==> src/rtl/display_scan_controller.sv <==
// Converts a 12-bit binary result to four BCD digits (sequential double-dabble)
// and time-multiplexes the committed digits onto an active-low 7-segment bus.
module display_scan_controller #(
    parameter int REFRESH_DIV   = 50000,
    parameter bit BLANK_LEADING = 1'b1
) (
    input  logic        clk,
    input  logic        reset,
    input  logic [11:0] value,
    input  logic        value_valid,
    output logic        value_ready,
    output logic        conv_busy,
    output logic [15:0] bcd_value,
    output logic [6:0]  segments,
    output logic [3:0]  display_select
);

    localparam int             CW       = (REFRESH_DIV > 1) ? $clog2(REFRESH_DIV) : 1;
    localparam logic [CW-1:0]  CNT_LAST = CW'(REFRESH_DIV - 1);

    typedef enum logic [1:0] {
        IDLE  = 2'd0,
        SHIFT = 2'd1,
        DONE  = 2'd2
    } state_t;

    state_t        state_q, state_d;
    logic [11:0]   shift_q, shift_d;
    logic [15:0]   scratch_q, scratch_d;
    logic [15:0]   scratch_adj;
    logic [3:0]    iter_q, iter_d;
    logic [15:0]   bcd_d;

    logic [CW-1:0] cnt_q, cnt_d;
    logic [1:0]    idx_q, idx_d;
    logic [3:0]    digit;
    logic          lead_zero;
    logic [6:0]    seg_d;
    logic [3:0]    sel_d;

    function automatic logic [6:0] seg_decode(input logic [3:0] d);
        case (d)
            4'd0:    seg_decode = 7'b1000000;
            4'd1:    seg_decode = 7'b1111001;
            4'd2:    seg_decode = 7'b0100100;
            4'd3:    seg_decode = 7'b0110000;
            4'd4:    seg_decode = 7'b0011001;
            4'd5:    seg_decode = 7'b0010010;
            4'd6:    seg_decode = 7'b0000010;
            4'd7:    seg_decode = 7'b1111000;
            4'd8:    seg_decode = 7'b0000000;
            4'd9:    seg_decode = 7'b0010000;
            default: seg_decode = 7'b1111111;
        endcase
    endfunction

    // Handshake: a value is taken on any rising edge where value_valid and
    // value_ready are both high; value_ready is high only in IDLE, so requests
    // made while a conversion runs are neither captured nor queued.
    assign value_ready = (state_q == IDLE);
    assign conv_busy   = (state_q == SHIFT) || (state_q == DONE);

    always_comb begin
        scratch_adj = scratch_q;
        for (int i = 0; i < 4; i++) begin
            if (scratch_q[4*i +: 4] >= 4'd5)
                scratch_adj[4*i +: 4] = scratch_q[4*i +: 4] + 4'd3;
        end
    end

    always_comb begin
        state_d   = state_q;
        shift_d   = shift_q;
        scratch_d = scratch_q;
        iter_d    = iter_q;
        bcd_d     = bcd_value;
        case (state_q)
            IDLE: begin
                if (value_valid) begin
                    shift_d   = value;
                    scratch_d = '0;
                    iter_d    = '0;
                    state_d   = SHIFT;
                end
            end
            SHIFT: begin
                scratch_d = {scratch_adj[14:0], shift_q[11]};
                shift_d   = {shift_q[10:0], 1'b0};
                iter_d    = iter_q + 4'd1;
                if (iter_q == 4'd11)
                    state_d = DONE;
            end
            DONE: begin
                bcd_d   = scratch_q;
                state_d = IDLE;
            end
            default: state_d = IDLE;
        endcase
    end

    // Segments are decoded from the digits being committed this edge, so the
    // bus never lags bcd_value and always matches the select it is paired with.
    always_comb begin
        cnt_d = (cnt_q == CNT_LAST) ? '0 : cnt_q + 1'b1;
        idx_d = (cnt_q == CNT_LAST) ? idx_q + 2'd1 : idx_q;
        digit = bcd_d[4*idx_d +: 4];
        case (idx_d)
            2'd1:    lead_zero = (bcd_d[15:4] == 12'h000);
            2'd2:    lead_zero = (bcd_d[15:8] == 8'h00);
            2'd3:    lead_zero = (bcd_d[15:12] == 4'h0);
            default: lead_zero = 1'b0;
        endcase
        seg_d = (BLANK_LEADING && lead_zero) ? 7'b1111111 : seg_decode(digit);
        sel_d = ~(4'b0001 << idx_d);
    end

    always_ff @(posedge clk or posedge reset) begin
        if (reset) begin
            state_q        <= IDLE;
            shift_q        <= '0;
            scratch_q      <= '0;
            iter_q         <= '0;
            bcd_value      <= '0;
            cnt_q          <= '0;
            idx_q          <= '0;
            segments       <= 7'b1000000;
            display_select <= 4'b1110;
        end else begin
            state_q        <= state_d;
            shift_q        <= shift_d;
            scratch_q      <= scratch_d;
            iter_q         <= iter_d;
            bcd_value      <= bcd_d;
            cnt_q          <= cnt_d;
            idx_q          <= idx_d;
            segments       <= seg_d;
            display_select <= sel_d;
        end
    end

endmodule

==> config.mk <==
export PLATFORM = sky130hd
export DESIGN_NAME = display_scan_controller
export DESIGN_NICKNAME = d
export VERILOG_FILES = /design/src/rtl/display_scan_controller.sv
export SDC_FILE = /design/constraint.sdc
export NUM_CORES = 1
export LEC_CHECK = 0
export ABC_AREA = 1
export CORE_MARGIN = 2
export CORE_UTILIZATION = 46
export DETAILED_ROUTE_END_ITERATION = 10
export HOLD_SLACK_MARGIN = 0.15
export PLACE_DENSITY = 0.75
export SLEW_MARGIN = 0
export SYNTH_ARGS = -nofsm -noshare
export SYNTH_HDL_FRONTEND = slang
export SYNTH_SLANG_ARGS = --single-unit
==> constraint.sdc <==
create_clock -name clk -period 3.3 [get_ports clk]
set_input_delay 0.495 -clock clk [delete_from_list [all_inputs] [get_ports clk]]
set_output_delay 0.495 -clock clk [all_outputs]
set_load 0.01 [all_outputs]
==> impl.org, run 1 <==
** Clocking
- In this run, CTS created clock tree buffers numbering 9.
- The root buffer cell chosen for the clock tree is clkbuf_8.
- The H-tree was split into 3 levels.
- Gates resized during post-CTS repair numbered 0.
- Clock-pin slew was measured on the worst setup and hold paths at 0.08 ns.
- CTS saw 79 sinks.
- Hold repair after CTS inserted 0 buffers.
- TritonCTS built the clock tree.
- Max Root-Sink Buffers :: 2
- Clk Latency, worst-skew pair :: 0.36 ns
- Buffers added to address setup during post-CTS repair amount to 0.

** Drt
- Dividing the detail-routed via count by the number of cells gives 5.141.
- Length of routed wiring on met1 :: 4.118 mm
- Wirelength, routed :: 8.803 mm
- In the routed design, unresolved DRC markers number 0.
- The routed design uses 4.194 mm of met2 wire.
- Met3 wirelength from detailed routing :: 286 um
- Routed length per placed instance :: 13.10 um
- After the first detailed-routing iteration, the DRC count stood at 160.
- The highest metal layer carrying signal wires in the routed design is met4.
- Detailed routing inserted a total of 3,455 vias.
- In this run the remaining antenna-violating nets after routing total 0.
- The first detailed-routing pass ran for 4 iterations.

** Timing
- After layout, the worst setup slack is 0.6495 ns.
- The worst path uses 80.32% of the clock period.
- Unrepaired setup endpoints after global routing :: no
- Fin. max-slew vios :: 0
- Final hold viol count :: 0
- At the pin with the least slew margin, the transition time is 0.8926 ns.
- Setup violations remaining at the end of the flow were counted as 0.
- The routed design could run at a clock period as short as 2.651 ns.
- Highest Clock Rate :: 377.3 MHz
- Worst slew margin :: 40.50%
- Worst clock skew on the final layout :: 0.01138 ns
- Adding up every negative setup slack in the final design gives 0 ns.

** Min path
- Hold Path Class :: reg2reg
- The path with the worst hold slack has its endpoint at cnt_q[0].
- Critical hold path startpoint :: cnt_q[0]
- Hold path depth :: 1

** Flow run
- Max capacitance violation total :: 0

** Die
- Pin placement for this block handled 44 I/O pins.
- The die is 100.1 um wide.
- For this configuration, the core starts out at a cell density of 46.65%.
- The floorplan has 35 rows.
- The die covers 0.01002 mm2.
- Overall die height :: 100.1 um
- Core area :: 0.009109 mm2

** Logic synthesis
- Share of synthesized area occupied by flip-flops and latches :: 46.64%
- For this run, the leading register cell type out of synthesis is dfrtp_1.
- Average size of a mapped cell :: 8.381 um2
- Synthesis handed over a netlist of 507 instances.
- In this run, synthesis inferred 0 flip-flops with an integrated enable.
- After synthesis the cells add up to 0.004249 mm2.
- Number of synthesized register bits :: 79
- Async set-reset flop share out of synthesis :: 100.0%
- For this run, the number of Yosys warnings is 0.
- When the netlist entered floorplanning its net count stood at 540.
- Synthesis instantiated 34 different standard cells from the library.

** Setup path
- Critical path fanouts, max :: 32
- The critical path is of the reg2reg type.
- Reg2Reg Setup Slack :: 0.65 ns
- The largest single stage delay on the critical path is 0.74 ns.
- The signal on the critical path passes through inv_1 -> ha_1 -> nand2_1 -> o21ai_0 -> inv_1 -> nand2_1 -> nand3_1 -> nand2_1 -> inv_1 -> ha_1 -> inv_1 -> nand3_1 -> nand3_1 -> nand3_1.
- Crit path max-delay cell type :: ha_1
- Worst R2R End :: segments[3]
- STA classifies the critical path startpoint as a register.
- The number of cells on the worst reg-to-reg path is 14.
- STA classifies the critical path endpoint as a register.
- STA puts the critical path data arrival time at 2.88 ns.
- STA puts the critical path data required time at 3.53 ns.
- Startpoint of the worst-slack reg-to-reg timing path :: state_q[0]

** Finish
- Relative to the synthesized area, the layout overhead comes to 18.76%.
- Cells fill 55.40% of the core in the end.
- 0 antenna diodes ended up in the layout.
- Post-Layout Inst Area :: 0.005046 mm2
- Layout cell share with drive strength beyond 1 :: 14.08%
- After the last flow step, the layout net total stands at 589.

** Global routing
- For this run, the total global-route usage over all layers was measured as 18.85%.
- Global routing finished with a remaining overflow of 0.
- Maximum number of pins on one net before global-route repair :: 50
- The via count of the first global-routing pass came to 3,238.
- Initial antenna violation count :: 0
- Global-route wire length before repair :: 15.08 mm

** Power and ir drop
- Cell leakage power :: 2.358 nW
- Total power draw :: 0.004304 W
- Peak ir drop on the vdd network :: 451.7 uV
- Power spread over the standard cell area amounts to 853.0 mW/mm2.

** Outcome
- Run status :: completed

** Place
- The congestion estimate from routability-driven global placement came to 0.8371.
- Half-perimeter wire length of the detailed placement result :: 6.425 mm
- Buffers on Ports :: 43
- Placement-stage worst setup slack :: 0.6606 ns
- After detailed placement, the total cell area comes to 0.004823 mm2.
-- flip-flops by register name, indices dropped and copies added (netlist names) --
register	flops
bcd_value	16
display_select	4
segments	7
cnt_q	16
scratch_q	16
idx_q	2
shift_q	12
iter_q	4
state_q	2
-- through the flow --
step,hold slack (ns),std cells
2_1_floorplan,0.4321,507
3_3_place_gp,0.4449,656
3_5_place_dp,0.4577,656
4_1_cts,0.4685,672
5_1_grt,0.4854,672
6_report,0.4612,672
-- how the worst max path moves through the flow --
stage	cells after the start	slack, ns	startpoint	endpoint
2_1_floorplan	1	0.79	reset	bcd_value[0]
3_3_place_gp	11	0.83	state_q[0]	segments[3]
3_5_place_dp	14	0.66	state_q[0]	segments[3]
4_1_cts	14	0.65	state_q[0]	segments[3]
5_1_grt	14	0.31	state_q[0]	segments[3]
6_report	14	0.65	state_q[0]	segments[3]
-- critical path, delay by kind of cell, from the launching register on --
family | cells | cell delay, ns
and+or+nand+nor | 7 | 0.72
buffers and inverters | 4 | 0.34
DFF | 1 | 0.40
adders and majority gates | 2 | 0.94
AOI/OAI and AO/OA | 1 | 0.14
-- cell usage in the layout, fill, tap and decap left out, types with 5 or more instances in the layout --
cell | synthesis | layout
nor2_1 | 45 | 45
o21ai_0 | 36 | 36
a21oi_1 | 15 | 15
xor2_1 | 5 | 5
dfrtp_1 | 75 | 75
nand2_1 | 102 | 102
inv_1 | 63 | 62
clkdlybuf4s50_1 | 0 | 43
nand2_4 | 6 | 6
o22ai_1 | 8 | 8
nand3_1 | 43 | 43
a31oi_1 | 13 | 13
clkbuf_8 | 0 | 10
ha_1 | 18 | 18
nand2_2 | 20 | 20
nor2_2 | 8 | 8
nand4_1 | 5 | 5
-- power breakdown --
| part | leakage, nW | total, W | switching [W] | internal [W] |
|---|---|---|---|---|
| clock network | 0.110 | 0.000803 | 0.000356 | 0.000447 |
| registers | 0.983 | 0.00148 | 0.000182 | 0.00130 |
| logic | 1.27 | 0.00202 | 0.00120 | 0.000824 |
-- cell type report --
| class | instances | area (um2) |
|---|---|---|
| Multi-Input combinational cell | 350 | 1958 |
| Timing Repair Buffer | 48 | 480.5 |
| Fill cell | 804 | 4063 |
| Tap cell | 111 | 138.9 |
| Clock buffer | 11 | 141.4 |
| Inverter | 68 | 264.0 |
| Clock inverter | 5 | 81.33 |
| Sequential cell | 79 | 1982 |
-- layer usage --
layer  up-vias  GRT usage, %
li1       1733             -
met1      1632         26.12
met2        73         29.21
met3        17         2.855
met4         0         8.957
met5         -             0
-- synth_stat cells (5+ instances only) --
library cell,instances,area share [%]
inv_1,63,5.6
o22ai_1,8,1.2
dfrtp_1,75,44
o21ai_0,36,4.2
nand2_1,102,9.0
nor2_2,8,1.2
nand2_2,20,2.9
a31oi_1,13,1.9
ha_1,18,5.3
nand4_1,5,0.74
nand2_4,6,1.6
a21oi_1,15,1.8
xor2_1,5,1.0
buf_2,6,0.71
nand3_1,43,5.1
nor2_1,45,4.0
-- cells by family (layout without fill, tap and decap cells) --
logic type / Yosys count / count (layout) / synth area share [%]
DFF: 79 / 79 / 46.64
and+or+nand+nor: 248 / 248 / 29.24
AOI/OAI and AO/OA: 75 / 75 / 9.688
buffers and inverters: 78 / 132 / 7.273
adders and majority gates: 18 / 18 / 5.300
xor gates and xnor gates: 9 / 9 / 1.855
Note: power is estimated with default switching activity, not from simulation.
==> run 2, diff against run 1 <==
--- a/config.mk
+++ b/config.mk
@@ -10,7 +10,7 @@
 export CORE_UTILIZATION = 46
 export DETAILED_ROUTE_END_ITERATION = 10
 export HOLD_SLACK_MARGIN = 0.15
-export PLACE_DENSITY = 0.75
+export PLACE_DENSITY = 0.77
 export SLEW_MARGIN = 0
 export SYNTH_ARGS = -nofsm -noshare
 export SYNTH_HDL_FRONTEND = slang
==> constraint.sdc (replaced) <==
create_clock -name clk -period 2.25 [get_ports clk]
set_input_delay 0.3375 -clock clk [delete_from_list [all_inputs] [get_ports clk]]
set_output_delay 0.3375 -clock clk [all_outputs]
set_load 0.01 [all_outputs]
==> impl.org, run 2 (synthesis gave the netlist of run 1 again) <==
** Die
- The initial core utilization is 46.65% (unchanged).
- The die outline height came to 100.1 um (unchanged).
- Die Outline Area :: 0.01002 mm2 (unchanged)
- Number of ports placed on the die boundary :: 44 (unchanged)
- The width of the die was 100.1 um (unchanged).
- The number of standard-cell rows in the floorplan came to 35 (unchanged).
- The placeable core region is 0.009109 mm2 (unchanged).

** Clocking
- The clock edge transition at the registers on the reported setup and hold paths is 0.09 ns (was 0.08 ns).
- Total CTS buffers :: 9 (unchanged)
- The maximum buffer depth of the clock tree is 2 (unchanged).
- Total number of clock tree sinks :: 79 (unchanged)
- The buffer type at the clock tree root is clkbuf_8 (unchanged).
- The depth of the CTS H-tree came to 3 (unchanged).
- The TritonCTS clock tree was done (unchanged).
- The source-to-sink clock delay at the later pin of the worst-skew pair is 0.36 ns (about the same).

** Drt
- The number of design rule violations left after detail routing is 0 (unchanged).
- The overall routed net length is 9.339 mm (was 8.803 mm).
- The vias per cell is 5.163 (was 5.141).
- Routed length per placed instance :: 13.55 um (was 13.10 um)
- The routed via count came to 3,557 (was 3,455).
- Starting DRT DRC Count :: 144 (was 160)
- The count of antenna-violating nets left after detailed routing was 0 (unchanged).
- The number of detailed-routing iterations run before antenna repair was 4 (unchanged).

** Finish
- Area growth syn-to-layout :: 23.56% (was 18.76%)
- Most frequent cells in the layout :: nand2_1, dfrtp_1, inv_1 (unchanged)
- The number of diodes was 0 (unchanged).
- Count of non-filler cells in the finished layout :: 689 (was 672)
- Share of the core filled with cells :: 57.64% (was 55.40%)
- Layout cell share with drive strength beyond 1 :: 17.99% (was 14.08%)
- The filler cell count in the final layout is 798 (was 804).
- Registers with the highest flip-flop counts :: bcd_value x16, cnt_q x16, scratch_q x16 (unchanged)
- The final net count was 606 (was 589).
- Most frequent standard cell in the layout excluding fill and tap cells :: nand2_1 (unchanged)

** Global routing
- The global-route wire length before repair was 15.28 mm (was 15.08 mm).
- GRT Resource Usage Total :: 19.17% (was 18.85%)
- Initial antenna violation count :: 0 (unchanged)
- The met1 demand-to-capacity share in global routing was 26.20% (was 26.12%).
- Met3 GRT Util :: 3.343% (was 2.855%)
- Number of global-route vias before repair :: 3,287 (was 3,238)
- GR Layer Usage met2 :: 31.60% (was 29.21%)
- The total global routing overflow came to 0 (unchanged).
- The maximum number of pins on one net before global-route repair came to 42 (was 50).
- Most used routing layer :: met2 (unchanged)

** Place
- Buffers on Ports :: 43 (unchanged)
- Placement-stage worst setup slack :: 0.001001 ns (was 0.6606 ns)
- The weighted congestion reported at the end of routability-driven placement is 0.9213 (was 0.8371).
- Half-perimeter wire length of the detailed placement result :: 6.616 mm (was 6.425 mm)
- The number of placed instances, taps included came to 660 (was 656).

** Setup path
- Required time worst endpoint :: 2.49 ns (was 3.53 ns)
- The data arrival time at the worst-slack endpoint is 2.40 ns (was 2.88 ns).
- Delay of the slowest critical-path stage :: 0.41 ns (was 0.74 ns)
- The worst flop-to-flop path endpoint is segments[3] (unchanged).
- Ordered list of cells on the worst path: ha_4 -> nand3_4 -> nor2_4 -> nand2_2 -> nand2_2 -> nand2_4 -> inv_8 -> nand3_1 -> nand2_2 -> inv_1 -> ha_1 -> inv_1 -> nand3_1 -> nand3_1 -> nand3_1 (was inv_1 -> ha_1 -> nand2_1 -> o21ai_0 -> inv_1 -> nand2_1 -> nand3_1 -> nand2_1 -> inv_1 -> ha_1 -> inv_1 -> nand3_1 -> nand3_1 -> nand3_1).
- The type of the worst setup path was reg2reg (unchanged).
- The cell with the largest stage delay on the worst path is dfrtp_1 (was ha_1).
- Startpoint of the worst-slack reg-to-reg timing path :: cnt_q[0] (was state_q[0])
- Kind of end point of the critical path :: register (unchanged)
- The origin of the worst setup path is cnt_q[0] (was state_q[0]).
- Reg2Reg Setup Slack :: 0.09 ns (was 0.65 ns)
- The length in cells of the worst reg-to-reg path was 15 (was 14).
- Worst path most repeated cell :: nand3_1
- The startpoint type of the worst setup path is a register (unchanged).
- Critical path fanouts, max :: 8 (was 32)

** Timing
- The maximum clock frequency came to 463.3 MHz (was 377.3 MHz).
- The final setup violation count came to 0 (unchanged).
- Unrepaired setup endpoints after global routing :: yes (was no)
- The period utilization was 95.93% (was 80.32%).
- The actual transition at the worst max-transition pin is 0.5004 ns (was 0.8926 ns).
- The worst clock skew came to 0.01278 ns (was 0.01138 ns).
- Worst path setup slack after routing :: 0.09159 ns (was 0.6495 ns)
- Final hold viol count :: 0 (unchanged)
- The post-layout minimum cycle time is 2.158 ns (was 2.651 ns).
- Fin. max-slew vios :: 0 (unchanged)
- Worst slew margin :: 66.64% (was 40.50%)

** Min path
- The type of the worst min-delay path is in2async (was reg2reg).

** Flow run
- The number of maximum-capacitance violations is 0 (unchanged).

** Outcome
- Run status :: completed (unchanged)

** Power and ir drop
- Cell area power density :: 1248 mW/mm2 (was 853.0 mW/mm2)
- The highest ir drop seen on vdd was 711.8 uV (was 451.7 uV).
- The leakage power of the design came to 2.442 nW (was 2.358 nW).
==> run 2: repair_timing <==
item | 4_1_cts | 5_1_grt
endpoints found under the setup margin | 3 | 6
hold buffers | 0 | 0
resized for setup | 1 | 15
cloned | 0 | 1
hold endpoints to repair | 0 | 0
pin swaps | 0 | 6
buffers inserted | 0 | 12
==> run 2: stage by stage <==
step	setup TNS, ns	hold WS (ns)	area (um2)	power [W]
2_1_floorplan	0	0.4321	4253	0.004097
3_3_place_gp	0	0.4437	4857	0.005148
3_5_place_dp	0	0.4611	4857	0.005246
4_1_cts	0	0.4780	5087	0.006476
5_1_grt	-0.1296	0.5128	5250	0.007050
6_report	0	0.4822	5250	0.006553
==> run 2: layer usage <==
metal	vias to the layer above	wire length, um
met4	0	99
met5	-	0
li1	1771	-
met2	67	4681
met3	11	298
met1	1708	4259
==> run 2: report_power, final <==
group | internal [W] | total (W) | switching, W
clock | 0.000640 | 0.00121 | 0.000570
combinational | 0.00132 | 0.00316 | 0.00184
sequential | 0.00190 | 0.00218 | 0.000276
==> run 2: critical path: cells and delay by family, from the launching register on <==
family                   cells  cell delay (ns)
AND/OR/NAND/NOR             10             1.07
flip-flops                   1             0.41
adder cells (fa/ha/maj)      2             0.35
buffers and inverters        3             0.22
==> run 2: area by class of cell <==
class,count,area [um2],area share (%)
Inverter,68,270.3,5.148
Clock inverter,7,103.9,1.978
Multi-Input combinational cell,350,2004,38.18
Clock buffer,9,123.9,2.359
Timing Repair Buffer,65,625.6,11.92
Tap cell,111,138.9,2.645
Sequential cell,79,1983,37.77
==> run 2: how the worst max path moves through the flow <==
stage,endpoint,slack (ns),cells past startpoint
after floorplan,segments[3],0.24,12
after global placement,segments[5],0.12,15
after detailed placement,segments[3],0.001,15
after CTS,segments[3],0.01,15
after global routing,segments[0],-0.06,15
final,segments[3],0.09,15
==> run 3, diff against run 2 <==
--- a/config.mk
+++ b/config.mk
@@ -6,6 +6,7 @@
 export NUM_CORES = 1
 export LEC_CHECK = 0
 export ABC_AREA = 1
+export CORE_ASPECT_RATIO = 1.4
 export CORE_MARGIN = 2
 export CORE_UTILIZATION = 46
 export DETAILED_ROUTE_END_ITERATION = 10
==> impl.org, run 3 (synthesis gave the netlist of run 1 again) <==
** Finish
- Share of the core filled with cells :: 59.36% (was 57.64%)
- Final antenna diode count :: 0 (unchanged)
- The synthesis-to-finish area growth was 25.41% (was 23.56%).
- Most frequent cells in the layout: nand2_1, dfrtp_1, inv_1 (unchanged).
- Registers with the highest flip-flop counts :: bcd_value x16, cnt_q x16, scratch_q x16 (unchanged)
- Layout cell share with drive strength beyond 1 :: 18.58% (was 17.99%)
- Most frequent standard cell in the layout excluding fill and tap cells :: nand2_1 (unchanged)
- Final Net Count :: 604 (was 606)
- The final standard cell area without fillers is 0.005329 mm2 (was 0.005250 mm2).

** Global routing
- Total global routing overflow :: 0 (unchanged)
- The overall track demand over capacity in global routing came to 19.39% (was 19.17%).
- Initial antenna violation count :: 0 (unchanged)
- Maximum number of pins on one net before global-route repair :: 80 (was 42)
- The global-route wire length before repair is 15.89 mm (was 15.28 mm).
- The via count of the first global-routing pass was 3,563 (was 3,287).

** Clocking
- Total number of clock tree sinks :: 79 (unchanged)
- Clk slew on worst S/H paths :: 0.06 ns (was 0.09 ns)
- Depth of the CTS H-tree :: 3 (unchanged)
- Total CTS buffers :: 9 (unchanged)
- Clk Latency, worst-skew pair :: 0.34 ns (was 0.36 ns)
- The TritonCTS clock tree was done (unchanged).
- The maximum buffer depth of the clock tree is 2 (unchanged).
- Root Driver :: clkbuf_16 (was clkbuf_8)

** Drt
- Number of detailed-routing iterations run before antenna repair :: 4 (unchanged)
- The amount of wire on met3 after detailed routing was 424 um (was 298 um).
- The detailed router's first-iteration violation count was 231 (was 144).
- Routed met2 length :: 4.836 mm (was 4.681 mm)
- The number of design rule violations left after detail routing came to 0 (unchanged).
- Drt via density :: 5.284 (was 5.163)
- Length of routed wiring on met1 :: 3.793 mm (was 4.259 mm)
- The highest signal layer in the routed design is met4 (unchanged).
- Routed length per placed instance :: 13.73 um (was 13.55 um)
- Routed Antenna Nets :: 0 (unchanged)
- The routed via count is 3,609 (was 3,557).
- Wirelength, routed :: 9.375 mm (was 9.339 mm)

** Outcome
- Run status :: completed (unchanged)

** Die
- Die Outline Area :: 0.01003 mm2 (was 0.01002 mm2)
- Effective utilization at floorplan :: 47.33% (was 46.65%)
- The number of placed I/O pins is 44 (unchanged).
- The width of the die is 85.23 um (was 100.1 um).
- The die outline height came to 117.7 um (was 100.1 um).
- The placeable core region came to 0.008977 mm2 (was 0.009109 mm2).
- Number of placement rows :: 41 (was 35)

** Timing
- Total setup violations reported at the end of the flow :: 0 (unchanged)
- Highest Clock Rate :: 467.1 MHz (was 463.3 MHz)
- The final hold violation count was 0 (unchanged).
- Least-Margin Pin Slew :: 0.4130 ns (was 0.5004 ns)
- The headroom to the max-slew limit was 72.47% (was 66.64%).
- The tightest hold margin is 0.4815 ns (was 0.4822 ns).
- Worst clock skew on the final layout :: 0.006178 ns (was 0.01278 ns)
- The period utilization was 95.16% (was 95.93%).
- Fin. max-slew vios :: 0 (unchanged)
- Post-layout minimum cycle time :: 2.141 ns (was 2.158 ns)

** Place
- The number of I/O port buffers was 43 (unchanged).
- Routability Congestion :: 0.9058 (was 0.9213)
- The instance area after placement came to 0.004862 mm2 (was 0.004857 mm2).
- The post-detailed-placement half-perimeter wirelength is 6.663 mm (was 6.616 mm).

** Power and ir drop
- Clk network pwr share :: 21.0% (was 18.5%)
- Peak ir drop on the vdd network :: 940.9 uV (was 711.8 uV)
- Cell area power density :: 1270 mW/mm2 (was 1248 mW/mm2)
- Sequential cell fraction of total power :: 32.3% (was 33.2%)
- The leakage power of the design is 2.478 nW (was 2.442 nW).
- The part of the total power dissipated in combinational logic was 46.8% (was 48.3%).
- Net switching power figure :: 0.002653 W (was 0.002688 W)
- Internal power of the cells :: 0.004116 W (was 0.003865 W)
- Switching share of power :: 39.19% (was 41.02%)

** Setup path
- Startpoint of the worst-slack reg-to-reg timing path :: cnt_q[1] (was cnt_q[0])
- The type of the worst setup path is reg2reg (unchanged).
- Required time worst endpoint :: 2.47 ns (was 2.49 ns)
- Setup crit start kind :: register (unchanged)
- Kind of end point of the critical path :: register (unchanged)
- Reg2Reg Setup Slack :: 0.11 ns (was 0.09 ns)
- Critical path launch point :: cnt_q[1] (was cnt_q[0])
- The data arrival time at the worst-slack endpoint came to 2.36 ns (was 2.40 ns).
- Critical path fanouts, max :: 8 (unchanged)

** Min path
- The type of the worst min-delay path was in2async (unchanged).

** Flow run
- The number of maximum-capacitance violations is 0 (unchanged).
## run 3: cell count changes in the layout (fill, tap and decap cells not counted), moves of 3 or more
cell	before	now
clkinv_2	1	4
clkbuf_16	1	9
clkbuf_8	9	1
nand3_1	43	40
buf_4	20	17
## run 3: area by class of cell
class | count | area [um2]
fill | 738 | 3649
multi-input combinational | 350 | 2031
sequential | 79 | 1984
timing repair buffer | 63 | 618.1
inverter | 68 | 270.3
clock buffer | 12 | 246.5
tap | 107 | 133.9
clock inverter | 4 | 45.04
## run 3: critical path: stages, from the launching register on
cell	delay [ns]
dfrtp_1	0.40
ha_4	0.17
nand3_4	0.12
nor2_4	0.17
nand2_2	0.11
nand2_2	0.11
nand2_4	0.11
inv_8	0.10
nand3_1	0.10
nand2_2	0.13
ha_1	0.16
nand3_1	0.12
a21oi_1	0.14
nand2_1	0.07
## run 3: layer usage
| layer | track usage, % | vias to the layer above |
|---|---|---|
| met5 | 0 | - |
| met4 | 8.036 | 0 |
| met3 | 4.137 | 26 |
| met2 | 33.50 | 94 |
| met1 | 23.05 | 1724 |
| li1 | - | 1765 |
## run 3: final timing paths
| path | to | cells after the start |
|---|---|---|
| worst max-delay path | segments[4] | 13 |
| worst min-delay path | iter_q[0] | 3 |
| worst max register to register | segments[4] | 13 |
| worst min register to register | shift_q[0] | 2 |
| max in group asynchronous | display_select[2] | 3 |
| min in group clk | shift_q[0] | 2 |
## run 3: timing repair
item                       4_1_cts  5_1_grt
hold endpoints to repair         0        0
hold buffers                     0        0
buffers inserted                 0       13
pin swaps                        0       11
resized for setup                2       22
setup endpoints to repair        3        6
## run 3: power groups by stage
| stage | Sequential (W) | Combinational (W) | Clock (W) |
|---|---|---|---|
| 3_5_place_dp | 0.00220 | 0.00305 | 0 |
| 3_3_place_gp | 0.00219 | 0.00296 | 0 |
| 5_1_grt | 0.00224 | 0.00358 | 0.00151 |
| 4_1_cts | 0.00218 | 0.00310 | 0.00145 |
| 6_report | 0.00218 | 0.00317 | 0.00142 |
| 2_1_floorplan | 0.00223 | 0.00187 | 0 |
## run 3: through the flow
stage	setup WS, ns	power (W)	std cells	TNS (ns)
after detailed placement	-0.001302	0.005255	654	-0.001302
after global placement	0.1208	0.005143	654	0
final	0.1090	0.006769	683	0
after CTS	0.03539	0.006727	670	0
after global routing	-0.05876	0.007325	683	-0.1263
after floorplan	0.2433	0.004097	507	0
